--- src/rtl/cache_fill_fsm.sv ---
// Cache miss block fill: latches the 16-byte block base on a miss, issues eight
// word reads back to back, and writes returned words into the data array, then the tag.
module cache_fill_fsm #(
  parameter int ADDR_WIDTH = 16
) (
  input  logic                  clk,
  input  logic                  rst,
  input  logic                  miss_detected,
  input  logic [ADDR_WIDTH-1:0] miss_address,
  input  logic [15:0]           memory_data,
  input  logic                  memory_data_valid,
  output logic                  fsm_busy,
  output logic                  memory_enable,
  output logic                  memory_wr,
  output logic [ADDR_WIDTH-1:0] memory_address,
  output logic                  write_data_array,
  output logic                  write_tag_array,
  output logic [2:0]            cache_word_index,
  output logic [15:0]           cache_data
);

  localparam logic [0:0] IDLE = 1'b0;
  localparam logic [0:0] FILL = 1'b1;

  logic [0:0]            state_q, state_d;
  logic [3:0]            issue_cnt_q, issue_cnt_d;
  logic [3:0]            recv_cnt_q, recv_cnt_d;
  logic [ADDR_WIDTH-1:0] base_q, base_d;

  always_comb begin
    state_d          = state_q;
    issue_cnt_d      = issue_cnt_q;
    recv_cnt_d       = recv_cnt_q;
    base_d           = base_q;
    memory_enable    = 1'b0;
    write_data_array = 1'b0;
    write_tag_array  = 1'b0;
    cache_word_index = '0;
    cache_data       = '0;
    case (state_q)
      IDLE: begin
        if (miss_detected) begin
          state_d     = FILL;
          // Masking the low nibble aligns the base to the 16-byte block.
          base_d      = miss_address & ~ADDR_WIDTH'(4'hF);
          issue_cnt_d = '0;
          recv_cnt_d  = '0;
        end
      end
      FILL: begin
        memory_enable = (issue_cnt_q < 4'd8);
        if (memory_enable) begin
          issue_cnt_d = issue_cnt_q + 4'd1;
        end
        if (memory_data_valid) begin
          write_data_array = 1'b1;
          cache_word_index = recv_cnt_q[2:0];
          cache_data       = memory_data;
          recv_cnt_d       = recv_cnt_q + 4'd1;
          if (recv_cnt_q == 4'd7) begin
            write_tag_array = 1'b1;
            state_d         = IDLE;
          end
        end
      end
    endcase
  end

  always_ff @(posedge clk or posedge rst) begin
    if (rst) begin
      state_q     <= IDLE;
      issue_cnt_q <= '0;
      recv_cnt_q  <= '0;
      base_q      <= '0;
    end else begin
      state_q     <= state_d;
      issue_cnt_q <= issue_cnt_d;
      recv_cnt_q  <= recv_cnt_d;
      base_q      <= base_d;
    end
  end

  assign fsm_busy       = (state_q == FILL);
  assign memory_wr      = 1'b0;
  assign memory_address = base_q + {{(ADDR_WIDTH-5){1'b0}}, issue_cnt_q, 1'b0};

endmodule

--- config.mk ---
export PLATFORM = sky130hd
export DESIGN_NAME = cache_fill_fsm
export DESIGN_NICKNAME = d
export VERILOG_FILES = /design/src/rtl/cache_fill_fsm.sv
export SDC_FILE = /design/constraint.sdc
export NUM_CORES = 1
export LEC_CHECK = 0
export BUFFER_PORTS_ARGS = -buffer_cell sky130_fd_sc_hd__buf_2
export CORE_MARGIN = 10
export CORE_UTILIZATION = 39
export CTS_CLUSTER_DIAMETER = 60
export DETAILED_ROUTE_END_ITERATION = 12
export PLACE_DENSITY = 0.74
export REMOVE_ABC_BUFFERS = 1
export SETUP_SLACK_MARGIN = 0.05
export SKIP_LAST_GASP = 1
export SYNTH_ARGS = -nofsm -noshare
export SYNTH_HDL_FRONTEND = slang
export SYNTH_SLANG_ARGS = --single-unit
--- constraint.sdc ---
create_clock -name clk -period 1.2 [get_ports clk]
set_input_delay 0 -clock clk [delete_from_list [all_inputs] [get_ports clk]]
set_output_delay 0 -clock clk [all_outputs]
set_load 0.02 [all_outputs]
== Word level (Yosys, flattened, before mapping) ==
Cells that the tools add are included.
Widths: inputs -> output; s select.

* Word-level logic and storage cells: 35
* Bits of input ports: 36
* Bits in registers: 21
* Output and inout bits: 40

* Bitwise operators: 1
* Add/subtract/negate cells: 3
* Reduce and logical (&&, ||, !) cells: 3
* Equal/unequal tests: 4
* Magnitude comparators: 1
* Mux-type cells: 19

{| class="wikitable"
|+ Operators with widths
! operator !! number
|-
| $mux 16 || 2
|-
| $add 16x5->16 || 1
|-
| $pmux 4 s2 || 2
|-
| $mux 4 || 3
|-
| $mux 1 || 9
|-
| $add 4x1->4 const B || 2
|-
| $mux 3 || 2
|-
| $reduce_and 2->1 || 3
|-
| $eq 4x3->1 const B || 1
|-
| $lt 4x4->1 const B || 1
|-
| $ne 2x2->1 const B || 2
|-
| $ne 2x1->1 const B || 1
|-
| $pmux 1 s2 || 1
|-
| $not 1->1 || 1
|}

== Longest topological paths before layout ==
Gate-level depths: netlist of run 1.

* Word-level depth: 4
* Mapped depth: 5
* Mapped depth without buffers: 5

== Least setup slack after synthesis of run 1 ==
No wires, ideal clock.

* Path type: flip-flop to output port
* From: reg issue_cnt_q[3]
* To: out memory_address[12]
* Arrival time: 1.456 ns
* Path slack: -0.256 ns
* Cell stages (with the launch flop): 6
* Required time: 1.200 ns
* Buffers on the path: 0
* Cell sequence: dfrtp_1 > ha_1 > ha_1 > nand3_1 > nor3_2 > xor2_1

* Word-level cells in the longest chain between the ends: 1

{| class="wikitable"
|+ Ends and longest elaborated chain
! what !! RTL line !! text
|-
| from (decl) || 26 || <nowiki>logic [3:0] issue_cnt_q, issue_cnt_d;</nowiki>
|-
| from (signal assigned) || 77 || <nowiki>issue_cnt_q <= issue_cnt_d;</nowiki>
|-
| $add 16x5->16 || 85 || <nowiki>assign memory_address = base_q + {{(ADDR_WIDTH-5){1'b0}}, issue_cnt_q, 1'b0};</nowiki>
|-
| to (decl) || 15 || <nowiki>output logic [ADDR_WIDTH-1:0] memory_address,</nowiki>
|}

No other way between the ends.

== Worst setup path after layout of run 1 ==
* From: reg base_q[4]
* To: out memory_address[9]

* Word-level cells in the longest chain between the ends: 1

{| class="wikitable"
|+ Ends and longest elaborated chain
! what !! RTL line !! text
|-
| from (decl) || 28 || <nowiki>logic [ADDR_WIDTH-1:0] base_q, base_d;</nowiki>
|-
| from (signal assigned) || 79 || <nowiki>base_q <= base_d;</nowiki>
|-
| $add 16x5->16 || 85 ||
|}

No other way between the ends.

==> summary.md, run 1 <==
| Metric | Value |
|---|---|
| Status | `complete, but fails checks` |
| Failing checks | `setup timing` |
| Power Density | `2110 mW/mm^2` |
| Critical Path AT | `1.77 ns` |
| DR iter-0 viols | `61` |
| Syn Area/Cell | `8.84 um^2` |
| Final Hold Fails | `0` |
| Die area | `0.00595 mm^2` |
| Starting Density | `41.3%` |
| Yosys warns | `0` |
| Num CTS Buffers | `3` |
| Sw power | `2.39 mW` |
| Yosys top cell by area | `dfrtp_1` |
| Lkg Pwr | `1.28 nW` |
| FP Rows | `20` |
| Syn-to-layout area delta | `101%` |
| Hpwl dp | `2.89 mm` |
| Worst Hold Slack | `0.143 ns` |
| Register-to-Register Path Depth | `6` |
| Synthesis-stage register bit count | `21` |
| Primary FF master, synth | `dfrtp_1` |
| Final Cycle Share | `147%` |
| N_diodes | `0` |
| Seq pwr share | `26.0%` |
| Via count | `1468` |
| Endpoints failing setup | `43` |
| Critical path's slowest cell | `dfrtp_1` |
| CP cell instances | `ha_4 -> buf_6 -> nand4_4 -> buf_12 -> nor2_4 -> xor2_1 -> buf_4` |
| Number of fill cells | `168` |
| Cell area after synthesis | `0.00127 mm^2` |
| Final worst slack | `-0.567 ns` |
| Final routed DRC violation total | `0` |
| Core ar. | `0.00308 mm^2` |
| Hold EP | `recv_cnt_q[2]$_DFFE_PP0P_` |
| CP Class | `flop to output pin` |
| TritonCTS clock tree | `built` |
| Internal power | `2.99 mW` |
| Clock Latency Late Sink | `0.31 ns` |
| Critical R2R Capture | `recv_cnt_q[2]$_DFFE_PP0P_` |
| EDFF count, synth | `0` |
| Hold Crit Start | `memory_data_valid` |
| Placed cell count | `263` |
| Max Clk Rate | `566 MHz` |
| Largest net degree at the start of global routing | `22` |
| Combinational share of power | `67.4%` |
| Sequential share of the synthesized area | `41.3%` |
| DRT antenna net count | `0` |
| FFs w/ async S/R, synth | `100%` |
| Worst Path Required | `1.20 ns` |
| Die height | `77.1 um` |
| Startpoint Class | `flop` |
| Nets | `295` |
| PortBufs | `69` |
| Number of global-route vias before repair | `1534` |
| Clk pwr share | `6.6%` |
| First-pass DRT Iterations | `4` |
| Mapped Cells | `144` |
| Post-Layout Cell Count | `298` |
| Power, Total | `5.38 mW` |
| Crit-path max FO | `3` |
| Die extent in x | `77.1 um` |
| Hold Path Cell Cnt | `3` |
| Initial antenna violation count | `0` |
| RR Startpoint | `fsm_busy$_DFF_PP0_` |
| Max cap viols | `0` |
| Register-to-register setup slack | `-0.10 ns` |
| Clock Skews | `0.00615 ns` |
| Maximum clock insertion buffer count | `2` |
| Hold WC Path Type | `primary input to flop` |
| Min Tclk post-route | `1.77 ns` |
| Detail-routed via count per cell | `4.93` |
| Gpl congestion | `0.731` |
| First-pass GRT wire length | `7.93 mm` |
| Area of the multi-input gates | `952 um^2` |
| Wire per inst | `18.4 um` |
| Share of layout cells above drive strength 1 | `63.4%` |
| CTS root buffer | `clkbuf_4` |
| Cell with the most instances after synthesis | `nand2_1` |
| RSZ-0062 raised after global routing | `true` |
| Sw Ratio | `44.5%` |
| Clk sinks | `21` |
| Synth top area share | `41.3%` |
| Routed WL | `5.48 mm` |
| Grt total ovfl | `0` |
| Slew Limit Fails | `0` |
| Setup WS pre-CTS | `-0.210 ns` |
| I/O pin cnt | `76` |
| CP Capture Type | `output pin` |
| Crit-path max cell delay | `0.42 ns` |
| Final Util | `82.9%` |
| Depth of the CTS H-tree | `1` |
| Largest cells by area after synthesis | `dfrtp_1 (41%), nand2_1 (10%), and3_1 (9.3%)` |
| Final setup TNS | `-6.88 ns` |
| VDD IR max | `0.00205 V` |
| Register area | `527 um^2` |
| Post-DP Area | `0.00174 mm^2` |
| Final instance area | `0.00255 mm^2` |
| GRT Util Overall | `16.1%` |
| Clock-pin slew on the worst setup and hold paths | `0.12 ns` |
| Most frequent cells after synthesis | `nand2_1 (35), dfrtp_1 (21), and3_1 (19)` |
| Synth cell types | `29` |
worst max-delay path: cells and delay by family, from the launching register on:
kind	cells	cell delay, ns
flip-flops	1	0.42
AND/OR/NAND/NOR	2	0.22
buffers and inverters	3	0.45
XOR/XNOR	1	0.18
adder cells (fa/ha/maj)	1	0.17
power by group through the flow:
stage	sequential, mW	clock [mW]	combinational, mW
floorplan	1.43	0	1.29
global placement	1.33	0	2.30
detailed placement	1.34	0	2.33
CTS	1.36	0.351	3.10
global route	1.44	0.405	3.85
finish	1.40	0.355	3.63
flip-flops by register name (all words and copies together), names as in the netlist:
signal / count
issue_cnt_q: 4
recv_cnt_q: 4
base_q: 12
fsm_busy: 1
cell usage in the layout (no fill, tap or decap), types with 4 or more instances in the layout:
cell type,count
buf_6,38
buf_2,35
buf_4,28
nand2_1,26
dfrtp_1,20
and3_4,19
dlygate4sd3_1,14
nand2_2,9
nor2_1,6
xor2_1,6
inv_1,4
area by class of cell:
cell class              count  area share, %
clock buffers               3          0.882
clock inverters             1          0.294
inverters                   4          0.588
multi-input cells         109           37.3
flip-flops and latches     21           20.6
well taps                  44           2.16
repair buffers            116           38.1
how the worst max path moves through the flow:
stage / end / cells past startpoint / startpoint
floorplan: issue_cnt_q[0]$_DFFE_PP0P_ / 3 / fsm_busy$_DFF_PP0_
finish: memory_address[9] / 7 / base_q[4]$_DFFE_PP0P_
detailed placement: memory_address[14] / 6 / base_q[4]$_DFFE_PP0P_
global placement: memory_address[14] / 6 / issue_cnt_q[3]$_DFFE_PP0P_
CTS: memory_address[12] / 6 / base_q[4]$_DFFE_PP0P_
global route: memory_address[9] / 7 / base_q[4]$_DFFE_PP0P_
per-layer routing:
metal  wire length [um]  track usage, %  part of all wire [%]  vias to the layer above
li1                   -               -                     -                      693
met1               2050            17.3                    38                      703
met2               2940            30.0                    54                       60
met3                359            4.20                   6.6                       12
met4                124            4.38                   2.3                        0
met5                  0               0                     0                        -
cell families after synthesis:
group,Yosys count,synth area share [%]
xor+xnor,12,8.26
simple gates,81,34.7
flops,21,41.3
compound gates,7,3.34
fa+ha+maj,4,3.93
other cells,1,0.295
mux,2,1.67
buf+inv,16,6.49
what timing repair did:
item | 4_1_cts | 5_1_grt
buffers inserted | 6 | 6
endpoints found under the setup margin | 49 | 54
hold endpoints to repair | 34 | 0
cloned | 3 | 2
hold buffers | 14 | 0
pin swaps | 12 | 30
resized for setup | 101 | 35
Power figures use the tool's default switching activity.
==> run 2, diff against run 1 <==
--- a/config.mk
+++ b/config.mk
@@ -5,11 +5,13 @@
 export SDC_FILE = /design/constraint.sdc
 export NUM_CORES = 1
 export LEC_CHECK = 0
+export ABC_AREA = 1
 export BUFFER_PORTS_ARGS = -buffer_cell sky130_fd_sc_hd__buf_2
 export CORE_MARGIN = 10
-export CORE_UTILIZATION = 39
+export CORE_UTILIZATION = 40
 export CTS_CLUSTER_DIAMETER = 60
 export DETAILED_ROUTE_END_ITERATION = 12
+export MAX_ROUTING_LAYER = met4
 export PLACE_DENSITY = 0.74
 export REMOVE_ABC_BUFFERS = 1
 export SETUP_SLACK_MARGIN = 0.05
==> run 2 against run 1 <==
  * Worst setup slack better by 0.18 ns
  * Critical path depth shrank 1
  * Die area is 4.1% higher
  * Clock-buffer cell count stayed put
  * The flow still finishes with violations (setup timing)
  * Clock power rose by 5%
  * Worst hold slack better by 0.060 ns
==> summary.md, run 2 <==
| Metric | Value |
|---|---|
| PortBufs | `69 (unchanged)` |
| Number of global-route vias before repair | `1732 (+13%)` |
| DRT antenna net count | `0 (unchanged)` |
| Hold WC Path Type | `primary input to flop` |
| CTS root buffer | `clkbuf_4` |
| DR iter-0 viols | `33 (-46%)` |
| CP Capture Type | `output pin` |
| Power, Total | `5.45 mW (+1.3%)` |
| Register-to-register setup slack | `0.03 ns (+0.13 ns)` |
| FP Rows | `21 (+5.0%)` |
| Largest net degree at the start of global routing | `22 (unchanged)` |
| Via count | `1588 (+8.2%)` |
| Clock-pin slew on the worst setup and hold paths | `0.13 ns (about the same)` |
| Sequential share of the synthesized area | `38.1% (-3.2 points)` |
| Starting Density | `41.3% (-0.059 points)` |
| Clock Skews | `0.00611 ns (-0.0000436 ns)` |
| GRT Util Overall | `15.9% (-0.25 points)` |
| Max cap viols | `0 (unchanged)` |
| TritonCTS clock tree | `built` |
| Final Cycle Share | `133% (-15 points)` |
| Cell with the most instances after synthesis | `nand2_1` |
| Routed WL | `5.12 mm (-6.4%)` |
| I/O pin cnt | `76 (unchanged)` |
| N_diodes | `0 (unchanged)` |
| Final Hold Fails | `0 (unchanged)` |
| Most frequent cells after synthesis | `nand2_1 (50), inv_1 (35), nor2_1 (25)` |
| Cell area after synthesis | `0.00138 mm^2 (+8.3%)` |
| Most frequent cells in the layout | `buf_2 (37), nand2_1 (34), buf_6 (33)` |
| EDFF count, synth | `0 (unchanged)` |
| Initial antenna violation count | `0 (unchanged)` |
| FFs w/ async S/R, synth | `100% (unchanged)` |
| Max Clk Rate | `629 MHz (+11%)` |
| Endpoints failing setup | `32 (-26%)` |
| Core ar. | `0.00334 mm^2 (+8.4%)` |
| Clock Latency Late Sink | `0.32 ns (about the same)` |
| Startpoint Class | `flop` |
| Num CTS Buffers | `3 (unchanged)` |
| Nets | `335 (+14%)` |
| Wire per inst | `15.1 um (-18%)` |
| Gpl congestion | `0.777 (+6.3%)` |
| Critical Path AT | `1.59 ns (-0.18 ns)` |
| Hpwl dp | `3.07 mm (+6.3%)` |
| Share of layout cells above drive strength 1 | `56.5% (-6.9 points)` |
| Status | `complete, but fails checks` |
| Yosys top cell by area | `dfrtp_1` |
| RSZ-0062 raised after global routing | `true` |
| CP Class | `flop to output pin` |
| Lkg Pwr | `1.34 nW (+4.2%)` |
| Syn-to-layout area delta | `94.4%` |
| Number of fill cells | `207 (+23%)` |
| Depth of the CTS H-tree | `1 (unchanged)` |
| Synthesis-stage register bit count | `21 (unchanged)` |
| Detail-routed via count per cell | `4.67 (-5.2%)` |
| Synth top area share | `38.1% (-3.2 points)` |
| Die extent in x | `78.7 um (+2.0%)` |
| First-pass GRT wire length | `7.80 mm (-1.7%)` |
| Syn Area/Cell | `7.21 um^2 (-18%)` |
| Failing checks | `setup timing` |
| Register area | `527 um^2 (unchanged)` |
| Commonest non-fill, non-tap cell in the layout | `buf_2` |
| Grt total ovfl | `0 (unchanged)` |
| Maximum clock insertion buffer count | `2 (unchanged)` |
| Final worst slack | `-0.390 ns (+0.176 ns)` |
| Largest cells by area after synthesis | `dfrtp_1 (38%), nand2_1 (14%), inv_1 (9.5%)` |
| Largest register FFs | `12 (unchanged)` |
| Die height | `78.7 um (+2.0%)` |
| Power Density | `2030 mW/mm^2 (-3.4%)` |
| Placed cell count | `308 (+17%)` |
| VDD IR max | `0.00151 V (-26%)` |
| Top flop regs | `base_q: 12 flops, issue_cnt_q: 4 flops, recv_cnt_q: 4 flops` |
| Largest register by flop count | `base_q` |
| Slew Limit Fails | `0 (unchanged)` |
| Die area | `0.00619 mm^2 (+4.1%)` |
| Crit-path max FO | `2 (-1)` |
| First-pass DRT Iterations | `4 (unchanged)` |
| Post-Layout Cell Count | `340 (+14%)` |
| Min Tclk post-route | `1.59 ns (-0.176 ns)` |
| Yosys warns | `0 (unchanged)` |
| Mapped Cells | `191 (+33%)` |
| Final routed DRC violation total | `0 (unchanged)` |
| Primary FF master, synth | `dfrtp_1` |
| Final setup TNS | `-5.44 ns (+1.44 ns)` |
| Synth cell types | `25 (-14%)` |
| Worst Path Required | `1.20 ns (about the same)` |
| Clk sinks | `21 (unchanged)` |
| Area of the multi-input gates | `947 um^2 (-0.53%)` |
## run 2: logic make-up (layout without fill, tap and decap cells)
logic type / after synthesis / after routing / share of synthesized area, %
AOI/OAI and AO/OA: 16 / 16 / 7.63
other: 1 / 2 / 0.272
DFF: 21 / 21 / 38.1
adders and majority gates: 4 / 4 / 3.63
and+or+nand+nor: 96 / 96 / 30.5
buffers and inverters: 46 / 148 / 15.3
xor gates and xnor gates: 7 / 7 / 4.45
## run 2: area by class of cell
class / count / share of cell area (%)
tap: 46 / 2.15
multi-input combinational: 125 / 35.4
inverter: 37 / 5.84
sequential: 21 / 19.7
timing repair buffer: 107 / 35.9
clock buffer: 3 / 0.841
clock inverter: 1 / 0.187
## run 2: power by group
group / switching, mW / leakage, nW / total [mW] / internal (mW)
clock: 0.247 / 0.0177 / 0.372 / 0.125
combinational: 1.93 / 1.07 / 3.60 / 1.67
sequential: 0.408 / 0.250 / 1.47 / 1.06
total: 2.58 / 1.34 / 5.45 / 2.86
## run 2: metal layers
layer	wire length, um	vias to the layer above	track usage, %
li1	-	776	-
met1	2000	739	16.3
met2	2560	61	26.8
met3	440	12	6.15
met4	123	0	6.09
met5	0	-	-
## run 2: worst paths after layout
check | to | cells after the start | from
worst max-delay path | memory_address[6] | 6 | base_q[4]$_DFFE_PP0P_
worst min-delay path | recv_cnt_q[0]$_DFFE_PP0P_ | 4 | memory_data_valid
worst max register to register | fsm_busy$_DFF_PP0_ | 5 | recv_cnt_q[0]$_DFFE_PP0P_
worst min register to register | issue_cnt_q[0]$_DFFE_PP0P_ | 1 | issue_cnt_q[0]$_DFFE_PP0P_
max in group asynchronous | base_q[8]$_DFFE_PP0P_ | 4 | rst
min in group asynchronous | issue_cnt_q[2]$_DFFE_PP0P_ | 4 | rst
## run 2: timing repair
| item | 4_1_cts | 5_1_grt |
|---|---|---|
| buffers inserted | 6 | 5 |
| setup endpoints to repair | 34 | 51 |
| cloned | 1 | 2 |
| hold buffers | 14 | 0 |
| pin swaps | 4 | 14 |
| resized for setup | 113 | 50 |
| endpoints found under the hold margin | 34 | 0 |
## run 2: critical path, stage by stage, from the launching register on
cell	delay (ns)
dfrtp_1	0.43
ha_4	0.18
ha_4	0.15
buf_4	0.13
buf_6	0.11
xor2_2	0.14
buf_6	0.14
## run 2: through the flow
stage | hold slack [ns] | worst slack (ns) | util (%) | cell area, um^2
floorplan | -0.0235 | -0.201 | - | 1310
global placement | 0.0453 | -0.0817 | 54.3 | 1810
detailed placement | 0.0563 | -0.111 | 54.3 | 1810
CTS | 0.120 | -0.369 | 72.3 | 2410
global route | 0.217 | -0.464 | 80.2 | 2680
finish | 0.203 | -0.390 | 80.2 | 2680
